==> config.mk <==
export PLATFORM = sky130hd
export DESIGN_NAME = wb_stage
export DESIGN_NICKNAME = d
export VERILOG_FILES = /design/src/rtl/wb_stage.sv
export SDC_FILE = /design/constraint.sdc
export NUM_CORES = 1
export LEC_CHECK = 0
export CAP_MARGIN = 20
export CORE_AREA = 2 2 159 224
export DETAILED_ROUTE_END_ITERATION = 7
export DIE_AREA = 0 0 161 226
export PLACE_DENSITY = 0.8
export RECOVER_POWER = 50
export SYNTH_ARGS = -nofsm -noshare
export SYNTH_HDL_FRONTEND = slang
export SYNTH_SLANG_ARGS = --single-unit
export TNS_END_PERCENT = 20
==> constraint.sdc <==
create_clock -name clk -period 5 [get_ports clk]
set_input_delay 0.5 -clock clk [delete_from_list [all_inputs] [get_ports clk]]
set_output_delay 0.5 -clock clk [all_outputs]
set_load 0.01 [all_outputs]
==> src/rtl/wb_stage.sv <==
// rtl/wb_stage.sv - writeback stage: register file, jump redirect, print FIFO, halt latch, retire counter
// Optional write-through read bypass: define WB_BYPASS_EN.
module wb_stage #(
    parameter int PRINT_DEPTH = 4,
    parameter int CNT_W       = 32
) (
    input  logic             clk,
    input  logic             rst,
    input  logic             x2_valid,
    input  logic [15:0]      x2_ins,
    input  logic [15:0]      x2_pc,
    input  logic [15:0]      x2_result,
    output logic             wb_stall,
    input  logic [3:0]       rd_addr_a,
    output logic [15:0]      rd_data_a,
    input  logic [3:0]       rd_addr_b,
    output logic [15:0]      rd_data_b,
    output logic             wb_flush,
    output logic [15:0]      wb_target,
    output logic             print_valid,
    output logic [7:0]       print_data,
    input  logic             print_ready,
    output logic             halted,
    output logic [CNT_W-1:0] retired
);

    localparam int AW = $clog2(PRINT_DEPTH);
    localparam int CW = AW + 1;
    localparam logic [CW-1:0] FULL_CNT = CW'(PRINT_DEPTH);

    logic [15:0]   regs [16];
    logic [7:0]    fifo [PRINT_DEPTH];
    logic [AW-1:0] wr_ptr;
    logic [AW-1:0] rd_ptr;
    logic [CW-1:0] count;
    logic          halt_latched;

    logic [3:0]  op;
    logic [3:0]  rt;
    logic        is_writer;
    logic        is_jump;
    logic        is_halt;
    logic        full;
    logic        pop;
    logic        accept;
    logic        push;
    logic        mispredict;
    logic [15:0] next_pc;
    logic        unused_bits;

    assign op          = x2_ins[15:12];
    assign rt          = x2_ins[3:0];
    // subcode only distinguishes non-writing opcodes, so writeback never needs it
    assign unused_bits = ^x2_ins[11:4];

    assign is_writer = (op == 4'h0) || (op == 4'h1) || (op == 4'h2) ||
                       (op == 4'h3) || (op == 4'h7);
    assign is_jump   = (op == 4'h6);
    assign is_halt   = (op == 4'hf);

    assign full        = (count == FULL_CNT);
    assign print_valid = (count != '0);
    assign pop         = print_valid & print_ready;
    assign print_data  = print_valid ? fifo[rd_ptr] : 8'h00;

    // a pop in the same cycle frees the slot, so a console write to a full FIFO still goes in
    assign wb_stall = x2_valid & is_writer & (rt == 4'h0) & full & ~pop;
    assign accept   = x2_valid & ~wb_stall & ~wb_flush & ~halt_latched;
    assign push     = accept & is_writer & (rt == 4'h0);

    assign next_pc    = x2_pc + 16'd2;
    assign mispredict = accept & is_jump & (x2_result != next_pc);

    assign halted = halt_latched & (count == '0);

    always_comb begin
        rd_data_a = (rd_addr_a == 4'h0) ? 16'h0000 : regs[rd_addr_a];
        rd_data_b = (rd_addr_b == 4'h0) ? 16'h0000 : regs[rd_addr_b];
`ifdef WB_BYPASS_EN
        if (accept && is_writer && (rt != 4'h0) && (rt == rd_addr_a)) begin
            rd_data_a = x2_result;
        end
        if (accept && is_writer && (rt != 4'h0) && (rt == rd_addr_b)) begin
            rd_data_b = x2_result;
        end
`endif
    end

    always_ff @(posedge clk) begin
        if (rst) begin
            for (int i = 0; i < 16; i++) begin
                regs[i] <= '0;
            end
            wr_ptr       <= '0;
            rd_ptr       <= '0;
            count        <= '0;
            halt_latched <= 1'b0;
            wb_flush     <= 1'b0;
            wb_target    <= '0;
            retired      <= '0;
        end else begin
            wb_flush <= mispredict;
            if (mispredict) begin
                wb_target <= x2_result;
            end
            if (accept) begin
                retired <= retired + CNT_W'(1);
                if (is_writer && (rt != 4'h0)) begin
                    regs[rt] <= x2_result;
                end
                if (is_halt) begin
                    halt_latched <= 1'b1;
                end
            end
            if (push) begin
                wr_ptr <= wr_ptr + AW'(1);
            end
            if (pop) begin
                rd_ptr <= rd_ptr + AW'(1);
            end
            case ({push, pop})
                2'b10:   count <= count + CW'(1);
                2'b01:   count <= count - CW'(1);
                default: count <= count;
            endcase
        end
    end

    // storage only; print_valid masks stale entries so no reset is needed
    always_ff @(posedge clk) begin
        if (push) begin
            fifo[wr_ptr] <= x2_result[7:0];
        end
    end

endmodule

==> results.py <==
metrics = {
    "power_and_ir_drop": {
        "p_seq_frac": 0.496,
        "p_int_uw": 5010,
        "swShare": 0.229,
        "irDropWorstVdd_uv": 203,
        "p_per_area_nw_per_um2": 309,
        "leakagePower_uw": 0.00751,
        "p_sw_uw": 1490,
        "clkPwrFrac": 0.402,
        "combPwrFrac": 0.102,
    },
    "floorplan": {
        "die_x_um": 161,
        "fp.dieH_um": 226,
        "pin_count": 152,
        "die_area_sq_um": 36400,
        "core-area_sq_um": 34500,
        "initial_core_util": 0.523,
        "num_rows": 81,
    },
    "timing": {
        "period_needed_ns": 3.95,
        "finalSetupViolCount": 0,
        "holdWs_ns": 0.472,
        "final_max_slew_viol_count": 48,
        "setup_tns_ns": 0,
        "hold_violations": 0,
        "fin_skew_ns": 0.0102,
        "worst_pin_slew_ns": 2.13,
        "post-route-period-util": 0.790,
        "slew_headroom": -0.419,
        "rsz0062_at_grt": "false",
        "fmax_mhz": 253,
    },
    "global_route": {
        "grt_overflow": 0,
        "antenna_found_initial": 2,
        "grt_pass1_vias": 12100,
        "globalRouteTotalUtil": 0.273,
        "grt_first_pass_wirelength_mm": 72.0,
        "grt_start_max_net_pins": 66,
    },
    "flow_run": {
        "max-cap-violations": 1,
    },
    "min_path": {
        "hold_path.class": "reg2reg",
        "hold_depth": 2,
        "hold_end": "wb_target[11]",
        "worstHoldStart": "wb_target[11]",
    },
    "final_layout": {
        "final_util": 0.612,
        "layout-drive-gt1-share": 0.201,
        "area_growth_pct": 16.9,
        "final_cell_area_sq_um": 21100,
        "fill_cells": 2549,
        "num-nets-final": 1443,
    },
    "drt": {
        "viasPerCell": 6.17,
        "drc_errors": 0,
        "vias": 11400,
        "wl_per_cell_um": 26.0,
        "routed_wl_mm": 48.2,
        "postRouteAntennaNets": 0,
        "detail_route.first_pass.iterations": 5,
        "drt_iter0_drc": 1175,
    },
    "clock_tree": {
        "cts_buffer_depth": 3,
        "postCtsSetupBuffers": 0,
        "cts_num_sinks": 347,
        "cts-root-buf": "clkbuf_16",
        "htreeDepth": 2,
        "cts_made_buffers": 35,
        "cts_tree": "done",
        "cts_hold_buf": 0,
        "ctsResizeCount": 0,
        "insertion_delay_ns": 0.53,
        "path_clk_slew_ns": 0.06,
    },
    "synthesis": {
        "synth_top_area_frac": 0.480,
        "avgSynthCellArea_sq_um": 14.5,
        "yosysWarnings": 0,
        "synth_seq_area_share": 0.545,
        "synth-seq-cells": 347,
        "async_flop_share": 0,
        "ys.flop_type": "edfxtp_1",
        "synth.largest_area_cell": "edfxtp_1",
        "yosys-top-cells-area": "edfxtp_1 (48%), mux4_2 (21%), and2_1 (8.9%)",
        "netlist_area_sq_um": 18000,
        "synth_edf_count": 288,
        "synthCells": 1243,
        "ys_types": 59,
    },
    "setup_path": {
        "required_ns": 5.15,
        "critPathKind": "in2reg",
        "end_kind": "flip-flop",
        "r2r-start": "wb_flush",
        "cp.arrival_ns": 4.10,
        "cp-start-kind": "input pin",
        "rr_endpoint": "regs[8][6]",
        "crit_fanout": 65,
        "worst_r2r_path_depth": 7,
        "rrSetupSlack_ns": 1.67,
    },
    "status": {
        "outcome": "finished with violations",
        "violations": "capacitance limit, slew limit",
    },
    "placed_design": {
        "placed_area_sq_um": 20000,
        "port-buffer-count": 143,
        "dp_hpwl_mm": 29.5,
        "globalplace.congestion": 0.820,
    },
}
## routing by layer
| metal | global-route usage | part of all wire |
|---|---|---|
| met5 | 0 | 0.00031 |
| met4 | 0.149 | 0.055 |
| met3 | 0.0518 | 0.087 |
| met2 | 0.484 | 0.52 |
| met1 | 0.312 | 0.34 |
## state kept, by name (all words and copies together), names as in the netlist, named ones only
| name | flops |
|---|---|
| regs | 256 |
| fifo | 32 |
| retired | 32 |
| wb_target | 16 |
| count | 3 |
| rd_ptr | 2 |
| wr_ptr | 2 |
| halt_latched | 1 |
| wb_flush | 1 |
## layout by cell type, fill, tap and decap left out, types with 3 or more instances in the layout
cell	Yosys	layout
buf_12	0	4
ha_1	7	7
or3_1	10	10
nand2_1	23	23
xnor2_1	23	23
nand2b_1	38	38
a21oi_1	16	16
nand3_1	17	17
clkdlybuf4s50_1	0	81
conb_1	1	16
o21ai_0	16	16
bufinv_16	0	3
clkbuf_16	0	37
edfxtp_1	288	288
nor3_1	9	9
mux4_2	168	168
or4_1	4	4
nand3b_1	4	4
inv_1	19	19
and2_0	1	78
a31oi_1	3	3
clkinv_1	0	8
clkinv_2	0	4
buf_4	0	25
mux2i_1	20	20
clkbuf_1	71	5
or3_2	3	3
nand4_1	6	6
nor3b_1	6	6
nor2b_1	37	37
dlygate4sd3_1	0	57
nor2_1	54	54
or2_2	15	15
xor2_1	15	15
and2_1	256	179
dfxtp_1	59	59
a2111oi_0	2	3
## layout make-up
class	instances	area (sq um)	area share
diodes	1	2.50	0.000119
clock buffers	40	937	0.0445
clock inverters	20	181	0.00861
inverters	19	71.3	0.00338
multi-input cells	800	7820	0.371
flip-flops and latches	347	9830	0.466
well taps	456	571	0.0271
repair buffers	172	1670	0.0793
## how the worst max path moves through the flow
stage / endpoint / slack (ns) / startpoint
6_report: regs[13][9] / 1.05 / rst
5_1_grt: regs[13][6] / 0.84 / rst
4_1_cts: rd_data_a[0] / 1.20 / rd_addr_a[2]
3_5_place_dp: count[2] / 1.11 / x2_ins[1]
3_3_place_gp: count[2] / 1.18 / x2_ins[1]
2_1_floorplan: count[2] / 1.76 / x2_ins[1]
## power groups by stage
stage	sequential (uW)	clock (uW)	combinational (uW)
2_1_floorplan	3280	0	390
3_3_place_gp	3280	0	655
3_5_place_dp	3290	0	663
4_1_cts	3230	2640	668
5_1_grt	3240	2730	696
6_report	3230	2610	662
## kinds of logic (layout without fill, tap and decap cells)
family,after synthesis,count (layout),share of synthesized area
AOI/OAI and AO/OA,51,51,0.0198
xor gates and xnor gates,38,38,0.0185
adders and majority gates,8,8,0.00597
buffers and inverters,111,251,0.0247
DFF,347,347,0.545
muxes,188,188,0.221
other,1,17,0.000208
and+or+nand+nor,499,499,0.165
## worst max-delay path, stage by stage
cell and delay, ns:
clkbuf_1 1.48, clkbuf_2 1.29, or2_2 0.75
## synthesized netlist by cell type, drive strengths merged, types with 6 or more instances
| library cell | count |
|---|---|
| nand3 | 17 |
| nand2b | 38 |
| clkbuf | 71 |
| nor3b | 6 |
| or3 | 14 |
| nor2 | 55 |
| ha | 7 |
| mux4 | 168 |
| xor2 | 15 |
| nor2b | 37 |
| nand2 | 24 |
| edfxtp | 288 |
| buf | 21 |
| mux2i | 20 |
| inv | 19 |
| xnor2 | 23 |
| o21ai | 16 |
| nor3 | 9 |
| a21oi | 16 |
| or2 | 15 |
| dfxtp | 59 |
| nand4 | 7 |
| and2 | 257 |
## through the flow
stage               total power, uW  setup WS [ns]  instances
floorplan                      3670           1.76       1258
global placement               3940           1.18       1794
detailed placement             3950           1.11       1794
CTS                            6530           1.20       1854
global route                   6660          0.842       1855
finish                         6510           1.05       1855
No activity file was read; power rests on OpenSTA's default activity.
